--- config.mk ---
export PLATFORM = sky130hd
export DESIGN_NAME = matrix_row_driver_flat
export DESIGN_NICKNAME = d
export VERILOG_FILES = /design/src/rtl/matrix_pkg.sv /design/src/rtl/matrix_row_driver_if.sv /design/src/rtl/matrix_row_driver_glyph_rom.sv /design/src/rtl/matrix_row_driver.sv /design/src/flat_wrapper.sv
export SDC_FILE = /design/constraint.sdc
export NUM_CORES = 1
export LEC_CHECK = 0
export CAP_MARGIN = 10
export CORE_MARGIN = 4
export CORE_UTILIZATION = 40
export CTS_CLUSTER_DIAMETER = 200
export DETAILED_ROUTE_END_ITERATION = 8
export DONT_BUFFER_PORTS = 1
export GPL_ROUTABILITY_DRIVEN = 1
export HOLD_SLACK_MARGIN = 0.06
export PLACE_DENSITY_LB_ADDON = 0.12
export SYNTH_ARGS = -nofsm -noshare
export SYNTH_HDL_FRONTEND = slang
export SYNTH_SLANG_ARGS = --single-unit
export TNS_END_PERCENT = 100
--- constraint.sdc ---
create_clock -name clock -period 5 [get_ports clock]
set_clock_uncertainty 0.05 [all_clocks]
set_input_delay 1.5 -clock clock [delete_from_list [all_inputs] [get_ports clock]]
set_output_delay 1.5 -clock clock [all_outputs]
set_load 0.01 [all_outputs]
--- src/rtl/matrix_pkg.sv ---
// Shared types, sizes and glyph data for the 7x5 status matrix.
package matrix_pkg;

   localparam int ROWS  = 7;
   localparam int PCOLS = 5;
   localparam int LCOLS = 3;

   typedef enum logic [1:0] {
      IMG_OFF  = 2'd0,
      IMG_DRY  = 2'd1,
      IMG_OK   = 2'd2,
      IMG_FULL = 2'd3
   } img_t;

   typedef enum logic [1:0] {
      ST_BLANK = 2'd0,
      ST_DRIVE = 2'd1,
      ST_FAULT = 2'd2
   } state_t;

   // One-hot logical column codes as produced by the upstream selector.
   localparam logic [2:0] COL0 = 3'b100;
   localparam logic [2:0] COL1 = 3'b010;
   localparam logic [2:0] COL2 = 3'b001;

   function automatic logic is_onehot3(input logic [2:0] c);
      return (c == COL0) || (c == COL1) || (c == COL2);
   endfunction

   // Logical column index 0..2; non-one-hot codes map to 0 (never lit anyway).
   function automatic logic [1:0] lcol_index(input logic [2:0] c);
      case (c)
         COL1:    return 2'd1;
         COL2:    return 2'd2;
         default: return 2'd0;
      endcase
   endfunction

   // Mirror expansion: logical 0 -> physical {0,4}, 1 -> {1,3}, 2 -> {2}.
   function automatic logic [PCOLS-1:0] expand_cols(input logic [2:0] c);
      case (c)
         COL0:    return 5'b10001;
         COL1:    return 5'b01010;
         COL2:    return 5'b00100;
         default: return 5'b00000;
      endcase
   endfunction

   // Glyph columns, bit0 = top row. Images are left/right symmetric so one
   // logical column describes both of its mirrored physical columns.
   function automatic logic [ROWS-1:0] glyph_bits(input img_t img, input logic [1:0] lcol);
      logic [ROWS-1:0] g;
      g = '0;
      case (img)
         IMG_DRY: begin
            // droplet outline
            case (lcol)
               2'd0:    g = 7'h38;
               2'd1:    g = 7'h46;
               2'd2:    g = 7'h41;
               default: g = 7'h00;
            endcase
         end
         IMG_OK: begin
            // check mark (symmetric V)
            case (lcol)
               2'd0:    g = 7'h0C;
               2'd1:    g = 7'h30;
               2'd2:    g = 7'h40;
               default: g = 7'h00;
            endcase
         end
         IMG_FULL: g = 7'h7F;
         default:  g = 7'h00;
      endcase
      return g;
   endfunction

endpackage

--- src/rtl/matrix_row_driver_if.sv ---
// Bus between the column selector / image controller and the row driver.
interface matrix_row_driver_if;
   import matrix_pkg::*;

   // Handshake: col is level-sampled every cycle (no valid/ready; every cycle
   // carries a column). img_load is a single-cycle strobe qualifying img_sel;
   // the driver always accepts it (implicit ready=1), later strobes overwrite
   // earlier ones until the next frame start consumes the pending value.
   logic [2:0]       col;
   logic [1:0]       img_sel;
   logic             img_load;
   logic [ROWS-1:0]  rows;
   logic [PCOLS-1:0] cols_out;
   logic             frame_done;
   logic             fault;
   state_t           state_dbg;

   modport master (
      output col, img_sel, img_load,
      input  rows, cols_out, frame_done, fault, state_dbg
   );

   modport slave (
      input  col, img_sel, img_load,
      output rows, cols_out, frame_done, fault, state_dbg
   );

endinterface

--- src/rtl/matrix_row_driver_glyph_rom.sv ---
// Combinational glyph lookup: image x logical column -> 7 row bits.
module glyph_rom
   import matrix_pkg::*;
(
   input  img_t            img,
   input  logic [1:0]      lcol,
   output logic [ROWS-1:0] row_bits
);

   // Pure table lookup.
   always_comb begin
      row_bits = glyph_bits(img, lcol);
   end

endmodule

--- src/rtl/matrix_row_driver.sv ---
// Row/column driver for the 7x5 status matrix: blanks on every column change,
// swaps images only at frame start, and parks outputs off while col is invalid.
module matrix_row_driver
   import matrix_pkg::*;
#(
   parameter int BLANK_CYCLES   = 2,
   parameter bit ROW_ACTIVE_LOW = 1'b1,
   parameter bit COL_ACTIVE_LOW = 1'b0
) (
   input logic                clock,
   input logic                reset,
   matrix_row_driver_if.slave bus
);

   localparam int CW = (BLANK_CYCLES > 1) ? $clog2(BLANK_CYCLES) : 1;
   localparam logic [CW-1:0] CNT_RELOAD = CW'(BLANK_CYCLES - 1);

   state_t          state_q, state_d;
   logic [CW-1:0]   cnt_q, cnt_d;
   logic [2:0]      col_held_q, col_held_d;
   img_t            active_img_q, active_img_d;
   img_t            pending_img_q, pending_img_d;
   logic            frame_done_q, frame_done_d;

   logic            col_ok;
   logic            change;
   logic            frame_start;
   logic            lit;
   img_t            load_img;
   logic [ROWS-1:0] glyph;
   logic [ROWS-1:0] rows_on;
   logic [PCOLS-1:0] cols_on;

   // Register update with synchronous reset to the all-off blank state.
   always_ff @(posedge clock) begin
      if (reset) begin
         state_q       <= ST_BLANK;
         cnt_q         <= CNT_RELOAD;
         col_held_q    <= 3'b000;
         active_img_q  <= IMG_OFF;
         pending_img_q <= IMG_OFF;
         frame_done_q  <= 1'b0;
      end else begin
         state_q       <= state_d;
         cnt_q         <= cnt_d;
         col_held_q    <= col_held_d;
         active_img_q  <= active_img_d;
         pending_img_q <= pending_img_d;
         frame_done_q  <= frame_done_d;
      end
   end

   // Next state: invalid col wins from any state; a change restarts the blank.
   always_comb begin
      state_d    = state_q;
      cnt_d      = cnt_q;
      col_held_d = col_held_q;
      col_ok     = is_onehot3(bus.col);
      change     = (bus.col != col_held_q);
      if (!col_ok) begin
         state_d = ST_FAULT;
      end else begin
         case (state_q)
            ST_FAULT: begin
               state_d    = ST_BLANK;
               col_held_d = bus.col;
               cnt_d      = CNT_RELOAD;
            end
            ST_DRIVE: begin
               if (change) begin
                  state_d    = ST_BLANK;
                  col_held_d = bus.col;
                  cnt_d      = CNT_RELOAD;
               end
            end
            ST_BLANK: begin
               if (change) begin
                  col_held_d = bus.col;
                  cnt_d      = CNT_RELOAD;
               end else if (cnt_q == '0) begin
                  state_d = ST_DRIVE;
               end else begin
                  cnt_d = cnt_q - CW'(1);
               end
            end
            default: begin
               state_d = ST_BLANK;
               cnt_d   = CNT_RELOAD;
            end
         endcase
      end
   end

   // Image registers: pending takes every strobe; active swaps only when the
   // held column becomes col0, using a same-edge strobe directly if present.
   always_comb begin
      load_img      = img_t'(bus.img_sel);
      frame_start   = (col_held_d == COL0) && (col_held_q != COL0);
      pending_img_d = bus.img_load ? load_img : pending_img_q;
      active_img_d  = active_img_q;
      if (frame_start) begin
         active_img_d = bus.img_load ? load_img : pending_img_q;
      end
      frame_done_d  = frame_start;
   end

   glyph_rom u_glyph_rom (
      .img      (active_img_q),
      .lcol     (lcol_index(col_held_q)),
      .row_bits (glyph)
   );

   // Output drive: lit only in DRIVE, then polarity applied per pin group.
   always_comb begin
      lit            = (state_q == ST_DRIVE);
      rows_on        = lit ? glyph : '0;
      cols_on        = lit ? expand_cols(col_held_q) : '0;
      bus.rows       = ROW_ACTIVE_LOW ? ~rows_on : rows_on;
      bus.cols_out   = COL_ACTIVE_LOW ? ~cols_on : cols_on;
      bus.frame_done = frame_done_q;
      bus.fault      = (state_q == ST_FAULT);
      bus.state_dbg  = state_q;
   end

endmodule
--- src/flat_wrapper.sv ---
// flat-port wrapper written by rule: the top's interface ports become plain ports
module matrix_row_driver_flat import matrix_pkg::*;
#(
   parameter int BLANK_CYCLES   = 2,
   parameter bit ROW_ACTIVE_LOW = 1'b1,
   parameter bit COL_ACTIVE_LOW = 1'b0
)
  (clock, reset, bus_col, bus_img_sel, bus_img_load, bus_rows, bus_cols_out, bus_frame_done, bus_fault, bus_state_dbg);
  matrix_row_driver_if bus_i ();
  input logic clock;
  input logic reset;
  input wire logic [$bits(bus_i.col)-1:0] bus_col;
  input wire logic [$bits(bus_i.img_sel)-1:0] bus_img_sel;
  input wire logic [$bits(bus_i.img_load)-1:0] bus_img_load;
  output wire logic [$bits(bus_i.rows)-1:0] bus_rows;
  output wire logic [$bits(bus_i.cols_out)-1:0] bus_cols_out;
  output wire logic [$bits(bus_i.frame_done)-1:0] bus_frame_done;
  output wire logic [$bits(bus_i.fault)-1:0] bus_fault;
  output wire logic [$bits(bus_i.state_dbg)-1:0] bus_state_dbg;
  assign bus_i.col = bus_col;
  assign bus_i.img_sel = bus_img_sel;
  assign bus_i.img_load = bus_img_load;
  assign bus_rows = bus_i.rows;
  assign bus_cols_out = bus_i.cols_out;
  assign bus_frame_done = bus_i.frame_done;
  assign bus_fault = bus_i.fault;
  assign bus_state_dbg = bus_i.state_dbg;
  matrix_row_driver #(.BLANK_CYCLES(BLANK_CYCLES), .ROW_ACTIVE_LOW(ROW_ACTIVE_LOW), .COL_ACTIVE_LOW(COL_ACTIVE_LOW)) u_core (.clock(clock), .reset(reset), .bus(bus_i));
endmodule
== Word-level counts from Yosys, hierarchy flattened ==
Index checks and enable logic that the tools add are counted.
Storage, ports and cells
  bits in read-only memories: 0
  register bits: 11
  latch bits: 0
  output and inout bits: 16
  memories: 0
  word-level logic and storage cells: 62
  RAM bits: 0
Cells by class
  add/subtract/negate cells: 1
  equality and inequality tests: 22
  reductions and logical operators: 10
  bitwise gates (word level): 2
  order comparisons: 0
  div/mod/pow operators: 0
  multipliers: 0
  multiplexer cells: 20
  shift-type cells: 0
Operators with widths (count)
  $pmux 7 s3: 3
  $pmux 5 s3: 1
  $ne 3x3->1 const B: 4
  $mux 2: 5
  $eq 3x3->1 const B: 3
  $eq 2x2->1 const B: 4
  $pmux 2 s2: 2
  $mux 7: 1
  $not 7->7: 1
  $eq 2x1->1 const B: 3
  $eq 3x1->1 const B: 2
  $eq 3x2->1 const B: 2
  $mux 3: 2
  $pmux 3 s2: 1
  $reduce_and 3->1: 2
  $mux 5: 1
  $logic_not 2->1: 2
  $ne 2x2->1 const B: 2
  $reduce_or 2->1: 2
  $mux 1: 3
  $ne 3x3->1: 1
  $logic_or 1x1->1: 2
  $ne 2x1->1 const B: 1
  $pmux 1 s2: 1
  4 further kinds: 4

== Longest topological paths before layout ==
  depth in word-level cells: 7
  depth in mapped cells: 7
  depth with buffers taken out: 6

== Cells and area by module ==
From an unflattened synthesis, not the netlist that was laid out.
Unflattened totals
  cell total of the unflattened synthesis: 92
  area total of the unflattened synthesis: 775.7 sq um
Modules (own cells, without submodules)
  matrix_row_driver: area each 648.1 sq um, times used 1, cells each 73
  glyph_rom: area each 127.6 sq um, times used 1, cells each 19

== Worst setup path after synthesis ==
OpenSTA, ideal clock, no wires.
  path type: register -> output
  from: register u_core.col_held_q[1]
  to: output port bus_rows[5]
  buffers on the path: 1
  path slack: 1.984 ns
  arrival time: 1.466 ns
  stages on the path, launching flop included: 8
  data required time: 3.450 ns
  cell sequence: dfxtp_1 -> nor3b_1 -> inv_1 -> ha_1 -> o21ai_0 -> nand2_1 -> nand2_1 -> buf_4
Between the ends
  longest elaborated chain between the ends: 7
  elaborated cells on any way between the ends: 11
RTL lines
  start, declared: line matrix_row_driver.sv:20  | logic [2:0] col_held_q, col_held_d;
  start signal, assigned: line matrix_row_driver.sv:46  | col_held_q <= col_held_d;
  $eq 3x1->1 / $eq 3x2->1 (equally long branches): line matrix_pkg.sv:32  | case (c)
  $pmux 2 s2 (*): line matrix_pkg.sv:32
  $eq 2x2->1 (tied with other cells): line matrix_pkg.sv:57, matrix_pkg.sv:66
  $pmux 7 s3, on equally long branches: line matrix_pkg.sv:66, matrix_pkg.sv:57
  $pmux 7 s3 (*): line matrix_pkg.sv:54  | case (img)
  $mux 7 (*): line matrix_row_driver.sv:116  | rows_on = lit ? glyph : '0;
  $not 7->7 (*): line matrix_row_driver.sv:118  | bus.rows = ROW_ACTIVE_LOW ? ~rows_on : rows_on;
  end, declared: line flat_wrapper.sv:15  | output wire logic [$bits(bus_i.rows)-1:0] bus_rows;
Every way passes the cells marked *; elsewhere a longest branch is shown, timed or not.

== Worst setup path after layout ==
Same ends and word-level chain as after synthesis.

==> reports/metrics.yaml <==
numCtsBuffers: 3
status: "complete, no violations"
r2r_start: "u_core.bus.state_dbg[0]$_SDFFE_PP0P_"
rr_worst_depth: 5
crit_path_frequent_cell: "nand2_1"
core-area_um2: 1730
worstSetupPathType: "flip-flop to primary output"
fmax_ghz: 0.295
antenna_found_initial: 0
power_density_nw_per_um2: 249
critPathLaunch: "u_core.col_held_q[1]$_SDFF_PP0_"
critPathMaxStageDelay_ns: 0.42
cts_resized: 0
synthArstFlopShare: 0
final_max_slew_viol_count: 0
seqPwrFrac: 0.532
synthXorXnorAreaFrac: 0.0483
cts.clk_slew.worst_paths_ns: 0.08
worst-path-max-fanout: 6
die_y_um: 50.6
start_util: 0.420
drtAntennaViolNets: 0
min_path_cells: 1
muxShareOfSynthArea: 0.0586
synth_top_area_cell: "dfxtp_1"
start_kind: "flip-flop"
grt_pass1_wl_um: 2550
htreeDepth: 1
synth_compound_area_frac: 0.162
cts.sinks: 11
design_area_um2: 736
hp-class: "flip-flop to flip-flop"
peakVddDrop_uv: 106
vias: 571
ys_seq_area_frac: 0.303
hold_path_end: "u_core.cnt_q$_SDFFE_PP1P_"
finalHoldViolations: 0
nets: 101
dp_hpwl_um: 1110
grt_pass1_vias: 568
worst_pin_slew_ns: 0.471
ys_seq_elements: 11
maxCapViolations: 0
syn_inst: 91
p_int_uw: 134
end_kind: "primary output"
routed.top_layer: "met4"
setup_violations: 0
grt_start_max_net_pins: 12
drtIter0Drc: 4
synth_ff_type: "dfxtp_1"
synth_top_family_by_area: "simple AND/OR/NAND/NOR gates"
portBuffers: 0
dp_slack_ns: 1.92
syn-num-nets: 103
finalSetupTns_ns: 0
synthAdderAreaFrac: 0.0690
yosys.area_share.simple: 0.276
place_area_um2: 708
grt_util_all_layers: 0.131
pwr-share-comb: 0.131
netSwitchingFraction: 0.268
rr_endpoint: "u_core.active_img_q[1]$_SDFFE_PP0P_"
period_share: 0.679
mostFrequentLayoutCell: "nand2_1"
cts_setup_buffers: 0
syn_area_um2: 726
design_power_total_uw: 183
dr_wl_met3_um: 109
cts_max_path_buffers: 2
path_cells: "nor3b_1 -> inv_1 -> ha_1 -> o21ai_0 -> nand2_1 -> nand2_1"
wl_um: 1410
final_cell_mix: "nand2_1 (14), dfxtp_1 (11), nor2_1 (10)"
nFillCells: 190
whs_ns: 0.442
area.growth.synth_to_final_pct: 1.38
cpMaxStageDelayCell: "dfxtp_1"
cts_tree: "done"
synthTopCellsByArea: "dfxtp_1 (30%), nand2_1 (7.2%), ha_1 (6.9%)"
required_ns: 3.45
hp-start: "u_core.cnt_q$_SDFFE_PP1P_"
gp_congestion: 0.796
clk_latency_ns: 0.27
relSlewSlack: 0.684
routed_via_density: 5.05
p_switching_uw: 49.2
p_clk_frac: 0.337
die_x_um: 50.6
wl_per_cell_um: 12.5
row_count: 15
crit_arrival_ns: 1.84
wl_met2_um: 621
yosys_warnings: 0
met1Wirelength_um: 660
ios: 24
drc: 0
avgSynthCellArea_um2: 7.97
n_antenna_cell: 0
period_needed_ns: 3.39
fp.dieArea_um2: 2560
cts_hold_buf: 0
leakagePower_nw: 0.299
rsz0062_at_grt: "no"
yosys.area.top_type_share: 0.303
ff2ff_setup_slack_ns: 3.24
fin_ws_ns: 1.61
grt_overflow_total: 0
root_buffer: "clkbuf_4"
yosysUniqueCellTypes: 32
synth-edff-count: 0
drive_gt1_frac: 0.125
dr.pass1.iters: 4
==> stage by stage <==
stage,cells,utilization
finish,113,0.426
global route,113,0.426
CTS,113,0.426
detailed placement,109,0.410
global placement,109,0.410
floorplan,91,-
==> synthesized netlist by cell type, types with 2 or more instances <==
cell type and instances:
nand2_1 14, dfxtp_1 11, ha_1 4, mux2_2 2, o21ai_0 7, xor2_1 3, inv_1 3, nor2_1 10
mux2i_1 2, a21oi_1 3, nand2b_1 2, nor2b_1 5, buf_4 4, a21o_2 2, clkbuf_1 2
==> layer usage <==
metal,track usage,vias up
met5,0,-
met1,0.164,243
met4,0.0538,0
li1,-,302
met3,0.0475,4
met2,0.200,22
==> kinds of logic (layout without fill, tap and decap cells) <==
logic type                 Yosys count  after routing
muxes                                4              4
AOI/OAI and AO/OA                   18             18
xor gates and xnor gates             4              4
buffers and inverters               10              7
and+or+nand+nor                     40             40
adders and majority gates            4              4
DFF                                 11             11
==> registers in the layout (all words and copies together) (netlist names) <==
name and cells:
u_core.active_img_q 2, u_core.bus.frame_done 1, u_core.bus.state_dbg 2, u_core.cnt_q 1, u_core.col_held_q 3, u_core.pending_img_q 2
==> power groups by stage <==
stage / Sequential [mW] / Clock, mW / Combinational (mW)
finish: 0.0976 / 0.0617 / 0.0240
CTS: 0.0976 / 0.0650 / 0.0244
floorplan: 0.0983 / 0 / 0.0256
detailed placement: 0.0997 / 0 / 0.0243
global placement: 0.0996 / 0 / 0.0246
global route: 0.0988 / 0.0697 / 0.0285
==> worst max-delay path, delay by kind of cell (launching register included) <==
family                   cells  cell delay [ns]
AO/OA/AOI/OAI                1             0.21
buffers and inverters        1             0.15
flip-flops                   1             0.42
AND/OR/NAND/NOR              3             0.56
adder cells (fa/ha/maj)      1             0.23
==> how the worst max path moves through the flow <==
stage,endpoint
global route,bus_rows[4]
detailed placement,bus_rows[5]
CTS,bus_rows[5]
global placement,bus_rows[5]
floorplan,bus_rows[5]
finish,bus_rows[5]
==> cell type report <==
cell class	count	area [µm²]	area share
Clock buffer	3	22.5	0.0306
Clock inverter	1	5.00	0.00680
Inverter	3	11.3	0.0153
Multi-Input combinational cell	70	445	0.605
Sequential cell	11	220	0.299
Tap cell	25	31.3	0.0425
Note: power is estimated with default switching activity, not from simulation.
